==> config.mk <==
export PLATFORM = sky130hd
export DESIGN_NAME = fpr_cdb_arbiter
export DESIGN_NICKNAME = d
export VERILOG_FILES = /design/src/rtl/fpr_cdb_arbiter.sv
export SDC_FILE = /design/constraint.sdc
export NUM_CORES = 1
export LEC_CHECK = 0
export ABC_AREA = 1
export CORE_AREA = 3 3 78 80
export DETAILED_ROUTE_END_ITERATION = 16
export DIE_AREA = 0 0 81 83
export PLACE_DENSITY = 0.81
export SYNTH_ARGS = -nofsm -noshare
export SYNTH_HDL_FRONTEND = slang
export SYNTH_SLANG_ARGS = --single-unit
==> constraint.sdc <==
create_clock -name clk -period 2.32 [get_ports clk]
set_input_delay 0.464 -clock clk [delete_from_list [all_inputs] [get_ports clk]]
set_output_delay 0.464 -clock clk [all_outputs]
set_load 0.05 [all_outputs]
==> src/rtl/fpr_cdb_arbiter.sv <==
// FPR common-data-bus arbiter: grants one producer per cycle and broadcasts its result the next cycle.
// Define FPR_CDB_RR_EN for round-robin arbitration; without it, fixed priority (lowest index wins).
module fpr_cdb_arbiter #(
    parameter int unsigned N_REQ     = 4,
    parameter int unsigned ROB_WIDTH = 6
) (
    input  logic                            clk,
    input  logic                            reset,
    input  logic [N_REQ-1:0]                req_valid,
    output logic [N_REQ-1:0]                req_ready,
    input  logic [N_REQ-1:0][ROB_WIDTH-1:0] res_tag,
    input  logic [N_REQ-1:0][31:0]          res_data,
    input  logic                            cdb_block,
    output logic                            fpr_cdb_valid,
    output logic [ROB_WIDTH-1:0]            fpr_cdb_tag,
    output logic [31:0]                     fpr_cdb_data
);

    localparam int unsigned IDX_W = (N_REQ > 1) ? $clog2(N_REQ) : 1;

    logic             r_gnt_valid;
    logic [IDX_W-1:0] r_gnt_idx;
    logic [IDX_W-1:0] w_ptr;
    logic             w_gnt_any;
    logic [IDX_W-1:0] w_gnt_idx;
    logic [IDX_W-1:0] w_cand;

`ifdef FPR_CDB_RR_EN
    logic [IDX_W-1:0] r_ptr;
    logic [IDX_W-1:0] w_ptr_nxt;

    // Pointer moves just past the winner, only when a grant is issued.
    always_comb begin
        w_ptr_nxt = r_ptr;
        if (w_gnt_any) begin
            w_ptr_nxt = (32'(w_gnt_idx) == N_REQ - 1) ? '0 : w_gnt_idx + IDX_W'(1);
        end
    end

    always_ff @(posedge clk) begin
        if (reset) begin
            r_ptr <= '0;
        end else begin
            r_ptr <= w_ptr_nxt;
        end
    end

    assign w_ptr = r_ptr;
`else
    assign w_ptr = '0;
`endif

    // Search ptr, ptr+1, ... modulo N_REQ; reset and a reserved slot suppress every grant.
    always_comb begin
        w_gnt_any = 1'b0;
        w_gnt_idx = '0;
        w_cand    = '0;
        for (int unsigned k = 0; k < N_REQ; k++) begin
            w_cand = IDX_W'((32'(w_ptr) + k) % N_REQ);
            if (!w_gnt_any && req_valid[w_cand]) begin
                w_gnt_any = 1'b1;
                w_gnt_idx = w_cand;
            end
        end
        if (reset || cdb_block) begin
            w_gnt_any = 1'b0;
            w_gnt_idx = '0;
        end
    end

    always_comb begin
        req_ready = '0;
        if (w_gnt_any) begin
            req_ready[w_gnt_idx] = 1'b1;
        end
    end

    always_ff @(posedge clk) begin
        if (reset) begin
            r_gnt_valid <= 1'b0;
            r_gnt_idx   <= '0;
        end else begin
            r_gnt_valid <= w_gnt_any;
            if (w_gnt_any) begin
                r_gnt_idx <= w_gnt_idx;
            end
        end
    end

    // Producers hold their result registers during the broadcast cycle, so a plain mux suffices.
    assign fpr_cdb_valid = r_gnt_valid & ~reset;
    assign fpr_cdb_tag   = res_tag[r_gnt_idx];
    assign fpr_cdb_data  = res_data[r_gnt_idx];

endmodule
Word-level counts from Yosys, hierarchy flattened
Index checks and enable logic that the tools add are counted.
{"block": "totals", "n_memories": 0, "input_bits": 159, "wordCells": 31, "ram_bits": 0, "out_inout_bits": 43, "ff_bits": 3, "romBits": 0, "latch_bits": 0}
{"block": "classes", "shifts": 0, "n_mul": 0, "addsub": 0, "n_mux": 16, "n_reduce_logical": 8, "div_mod_pow": 0, "order_cmp": 3, "eq_ne": 0, "n_bitwise": 2}
{"operator": "32-bit binary-select mux with 2-bit select", "count": 1}
{"operator": "32-bit 2-to-1 mux", "count": 1}
{"operator": "6-bit binary-select mux with 2-bit select", "count": 1}
{"operator": "1-bit 2-to-1 mux", "count": 7}
{"operator": "2-bit by 3-bit less-than comparator with 1-bit output (second input constant)", "count": 2}
{"operator": "2-bit 2-to-1 mux", "count": 3}
{"operator": "6-bit 2-to-1 mux", "count": 1}
{"operator": "1-bit logical AND", "count": 4}
{"operator": "4-bit 2-to-1 mux", "count": 1}
{"operator": "1-bit logical NOT", "count": 3}
{"operator": "1-bit demux with 2-bit select", "count": 1}
{"operator": "2-bit by 1-bit greater-or-equal comparator with 1-bit output (second input constant)", "count": 1}
{"operator": "1-bit bitwise AND", "count": 1}
{"operator": "1-bit logical OR", "count": 1}
{"operator": "1-bit inverter", "count": 1}

Depth between registers and ports, before layout
{"block": "depth", "word_depth": 16, "ltp_mapped": 6, "mapped_depth_nobuf": 6}

Worst setup path after synthesis
No wires, ideal clock.
{"block": "synth_timing", "path_type": "input-to-output", "startpoint": "in cdb_block", "endpoint": "out req_ready[2]", "arrival_time_ps": 1547, "required_ps": 1856, "path_stages": 5, "setup_slack_ps": 309, "path_buffers": 0, "cell_sequence": "nor2_1 nand2_1 nor2_1 inv_1 nor2_1"}
{"block": "synth_between", "elab_chain_cells": 7, "elab_cells_between_ends": 9, "cone_classes": "order compare (2); mux (5); reduce/logical (2)"}
{"element": "start: declaration", "line": "13", "text": "input logic cdb_block,"}
{"element": "1-bit logical OR (*)", "line": "65", "text": "if (reset || cdb_block) begin"}
{"element": "2-bit 2-to-1 mux", "line": "65"}
{"element": "2-bit by 3-bit less-than comparator with 1-bit output (not written as such) or 2-bit by 1-bit greater-or-equal comparator with 1-bit output (tied branches)", "line": "74", "text": "req_ready[w_gnt_idx] = 1'b1;"}
{"element": "1-bit logical AND (not written as such)", "line": "74"}
{"element": "1-bit 2-to-1 mux (not written as such)", "line": "74"}
{"element": "1-bit demux with 2-bit select", "line": "74"}
{"element": "4-bit 2-to-1 mux (*)", "line": "73", "text": "if (w_gnt_any) begin"}
{"element": "end: declaration", "line": "10", "text": "output logic [N_REQ-1:0] req_ready,"}
Mark *: on every way between the ends. The rest lies on a longest branch, timed or not.

Worst setup path in the final report
{"block": "layout_timing", "startpoint": "in reset", "endpoint": "out req_ready[2]"}
{"block": "layout_between", "elab_chain_cells": 7, "elab_cells_between_ends": 9, "cone_classes": "order compare (2); mux (5); reduce/logical (2)"}
{"element": "start: declaration", "line": "8", "text": "input logic reset,"}
{"element": "1-bit logical OR (*)", "line": "65"}
{"element": "2-bit 2-to-1 mux", "line": "65"}
{"element": "2-bit by 3-bit less-than comparator with 1-bit output (not written as such) or 2-bit by 1-bit greater-or-equal comparator with 1-bit output (tied branches)", "line": "74"}
{"element": "1-bit logical AND (not written as such)", "line": "74"}
{"element": "1-bit 2-to-1 mux (not written as such)", "line": "74"}
{"element": "1-bit demux with 2-bit select", "line": "74"}
{"element": "4-bit 2-to-1 mux (*)", "line": "73"}
Marks and branches as above.

==> impl_metrics.toml <==
[status]
status = "completed"

[cells_and_area]
mostFrequentLayoutCells = "clkdlybuf4s50_1 (158), nor2_1 (79), o21ai_0 (70)"
regArea_um2 = 61.3
final_layout_size_suffix_gt1_frac = 0.138
fin_area_um2 = 3250
multiInputGateArea_um2 = 995
area_growth_pct = 164
fin_nets = 595
n_antenna_cell = 0
mostFrequentLayoutCell = "clkdlybuf4s50_1"
final_cells = 507
fill_cells = 510

[floorplanning]
die_w_um = 81
io_pins = 202
num_rows = 27
coreArea_um2 = 5470
die-area_um2 = 6720
fp.dieH_um = 83
initial_core_util = 0.225

[global_route]
grt_max_degree = 48
antenna_found_initial = 0
grt_pass1_wl_um = 10700
grt_util_all_layers = 0.192
grt_pass1_vias = 2357
grt.overflow.total = 0

[critical_path]
critPathRequiredTime_ns = 1.86
reg2reg_to = "r_gnt_idx[0]$_SDFFE_PP0P_"
rrSetupSlack_ns = 1.35
startpoint_type = "input port"
crit_arrival_ns = 1.78
timing.rr.start = "r_gnt_idx[0]$_SDFFE_PP0P_"
crit_path_start = "reset"
reg2regPathDepth = 3
crit_fanout = 4
cp-end-kind = "output port"
crit_type = "input port to output port"
timing.critical_path.to = "req_ready[2]"

[detailed_routing]
via_per_inst = 4.89
vias = 2479
wl_per_cell_um = 14.2
dr.pass1.iters = 4
post-route-drc-count = 0
wirelength_um = 7200
ant_nets = 0
drtIter0Drc = 93

[sta]
period_share = 0.966
clock_skew_ns = 0
min_period_ns = 2.24
finalMaxSlewViolations = 0
slew_headroom = 0.720
fmax_mhz = 446
worst_slew_pin_slew_ns = 0.419
setup_viol = 0
finalHoldViolations = 0

[placement]
post-dp-hpwl_um = 5920
dp.cells = 503
port_buffers = 201
gp_congestion = 0.889
placed_cell_area_um2 = 3200

[clock_network]
clock-sinks = 3
h-tree-depth = 1
post_cts_buffers = 0
clock_path_buffers = 2
cts_tree = "yes"
numCtsBuffers = 3
clockRootBuffer = "clkbuf_8"
path_clk_slew_ns = 0.03
clock_latency_ns = 0.21
postCtsHoldBufs = 0

[synth]
synth-seq-area-share = 0.0488
synthesis.area_um2 = 1230
avgSynthCellArea_um2 = 5.00
ys_warn_count = 0
synth_nets = 405
synth_area_leaders = "o21ai_0 (28%), nor2_1 (25%), o22ai_1 (19%), dfxtp_1 (4.9%), buf_6 (4.6%)"
syn_inst = 246
synth_top_area_share = 0.285
yosysUniqueCellTypes = 15
ys_ff_latch = 3
yosys.area.top_type = "o21ai_0"

[power]
power.switching_uw = 489
pwr-share-seq = 0.054
switching_share = 0.462
p_comb_frac = 0.804
p_int_uw = 569
clkPwrFrac = 0.142
power_density_nw_per_um2 = 325
p_leak_nw = 1.32
ir_worst_vdd_mv = 0.327

[min_path]
hp-class = "flop to flop"

[run]
maxCapViolations = 0
critical path, cell delays in order:
cell	delay, ns
clkdlybuf4s50_1	0.48
nor2_2	0.18
nand2_1	0.14
nor2_2	0.14
inv_1	0.09
nor2_2	0.13
buf_12	0.15
power by group through the flow:
stage | Combinational (mW) | Sequential (mW) | Clock, mW
after floorplan | 0.424 | 0.0573 | 0
after global placement | 0.842 | 0.0574 | 0
final | 0.851 | 0.0568 | 0.150
after CTS | 0.855 | 0.0568 | 0.153
after global routing | 0.897 | 0.0573 | 0.160
after detailed placement | 0.851 | 0.0575 | 0
stage by stage:
stage / TNS, ns / setup WS (ns) / util / power, mW / hold WS, ns
after global routing: -0.00359 / -0.00359 / 0.594 / 1.11 / 0.756
after CTS: 0 / 0.0103 / 0.593 / 1.06 / 0.727
after detailed placement: -0.0794 / -0.0398 / 0.584 / 0.909 / 0.713
after global placement: 0 / 0.100 / 0.584 / 0.900 / 0.715
after floorplan: 0 / 0.309 / - / 0.481 / 0.533
final: 0 / 0.0784 / 0.594 / 1.06 / 0.718
logic make-up (layout without fill, tap and decap cells):
logic type,count (synthesis),after routing,synth area share
AO/OA/AOI/OAI,117,117,0.515
AND/OR/NAND/NOR,93,93,0.286
buffers and inverters,33,222,0.151
flip-flops,3,3,0.0488
synth_stat cells:
cell	n
o21ai_1	6
inv_1	8
dfxtp_1	3
clkbuf_1	8
clkbuf_2	1
o21ai_0	70
nand2_1	8
buf_2	6
nand3_1	2
nor2_1	83
o22ai_1	38
buf_6	5
a21oi_1	3
inv_2	1
buf_4	4
per-layer routing:
metal | GRT usage | up-vias | share of wire
li1 | - | 1242 | -
met1 | 0.202 | 1090 | 0.36
met2 | 0.367 | 137 | 0.51
met3 | 0.0575 | 10 | 0.12
met4 | 0.0307 | 0 | 0.016
met5 | 0 | - | 0
timing repair:
item / CTS / global route
endpoints found under the setup margin: 2 / 2
gates cloned: 0 / 0
resized for setup: 1 / 3
worst min-delay path by stage:
stage / start / endpoint / slack (ns) / depth (start not counted)
after detailed placement: r_gnt_idx[1]$_SDFFE_PP0P_ / r_gnt_idx[1]$_SDFFE_PP0P_ / 0.71 / 3
after global routing: r_gnt_idx[1]$_SDFFE_PP0P_ / r_gnt_idx[1]$_SDFFE_PP0P_ / 0.76 / 3
after floorplan: reset / r_gnt_idx[0]$_SDFFE_PP0P_ / 0.53 / 1
final: r_gnt_idx[1]$_SDFFE_PP0P_ / r_gnt_idx[1]$_SDFFE_PP0P_ / 0.72 / 3
after global placement: r_gnt_idx[1]$_SDFFE_PP0P_ / r_gnt_idx[1]$_SDFFE_PP0P_ / 0.71 / 3
after CTS: r_gnt_idx[1]$_SDFFE_PP0P_ / r_gnt_idx[1]$_SDFFE_PP0P_ / 0.73 / 3
sequential cells by signal, summed over array words and instances, names as in the netlist:
signal,flops
r_gnt_valid,1
r_gnt_idx,2
layout make-up:
type / instances / share of cell area
multi-input cells: 210 / 0.306
repair buffers: 209 / 0.623
clock buffers: 4 / 0.0139
flip-flops and latches: 3 / 0.0189
well taps: 72 / 0.0277
inverters: 9 / 0.0104
(Power assumes the default switching activity.)
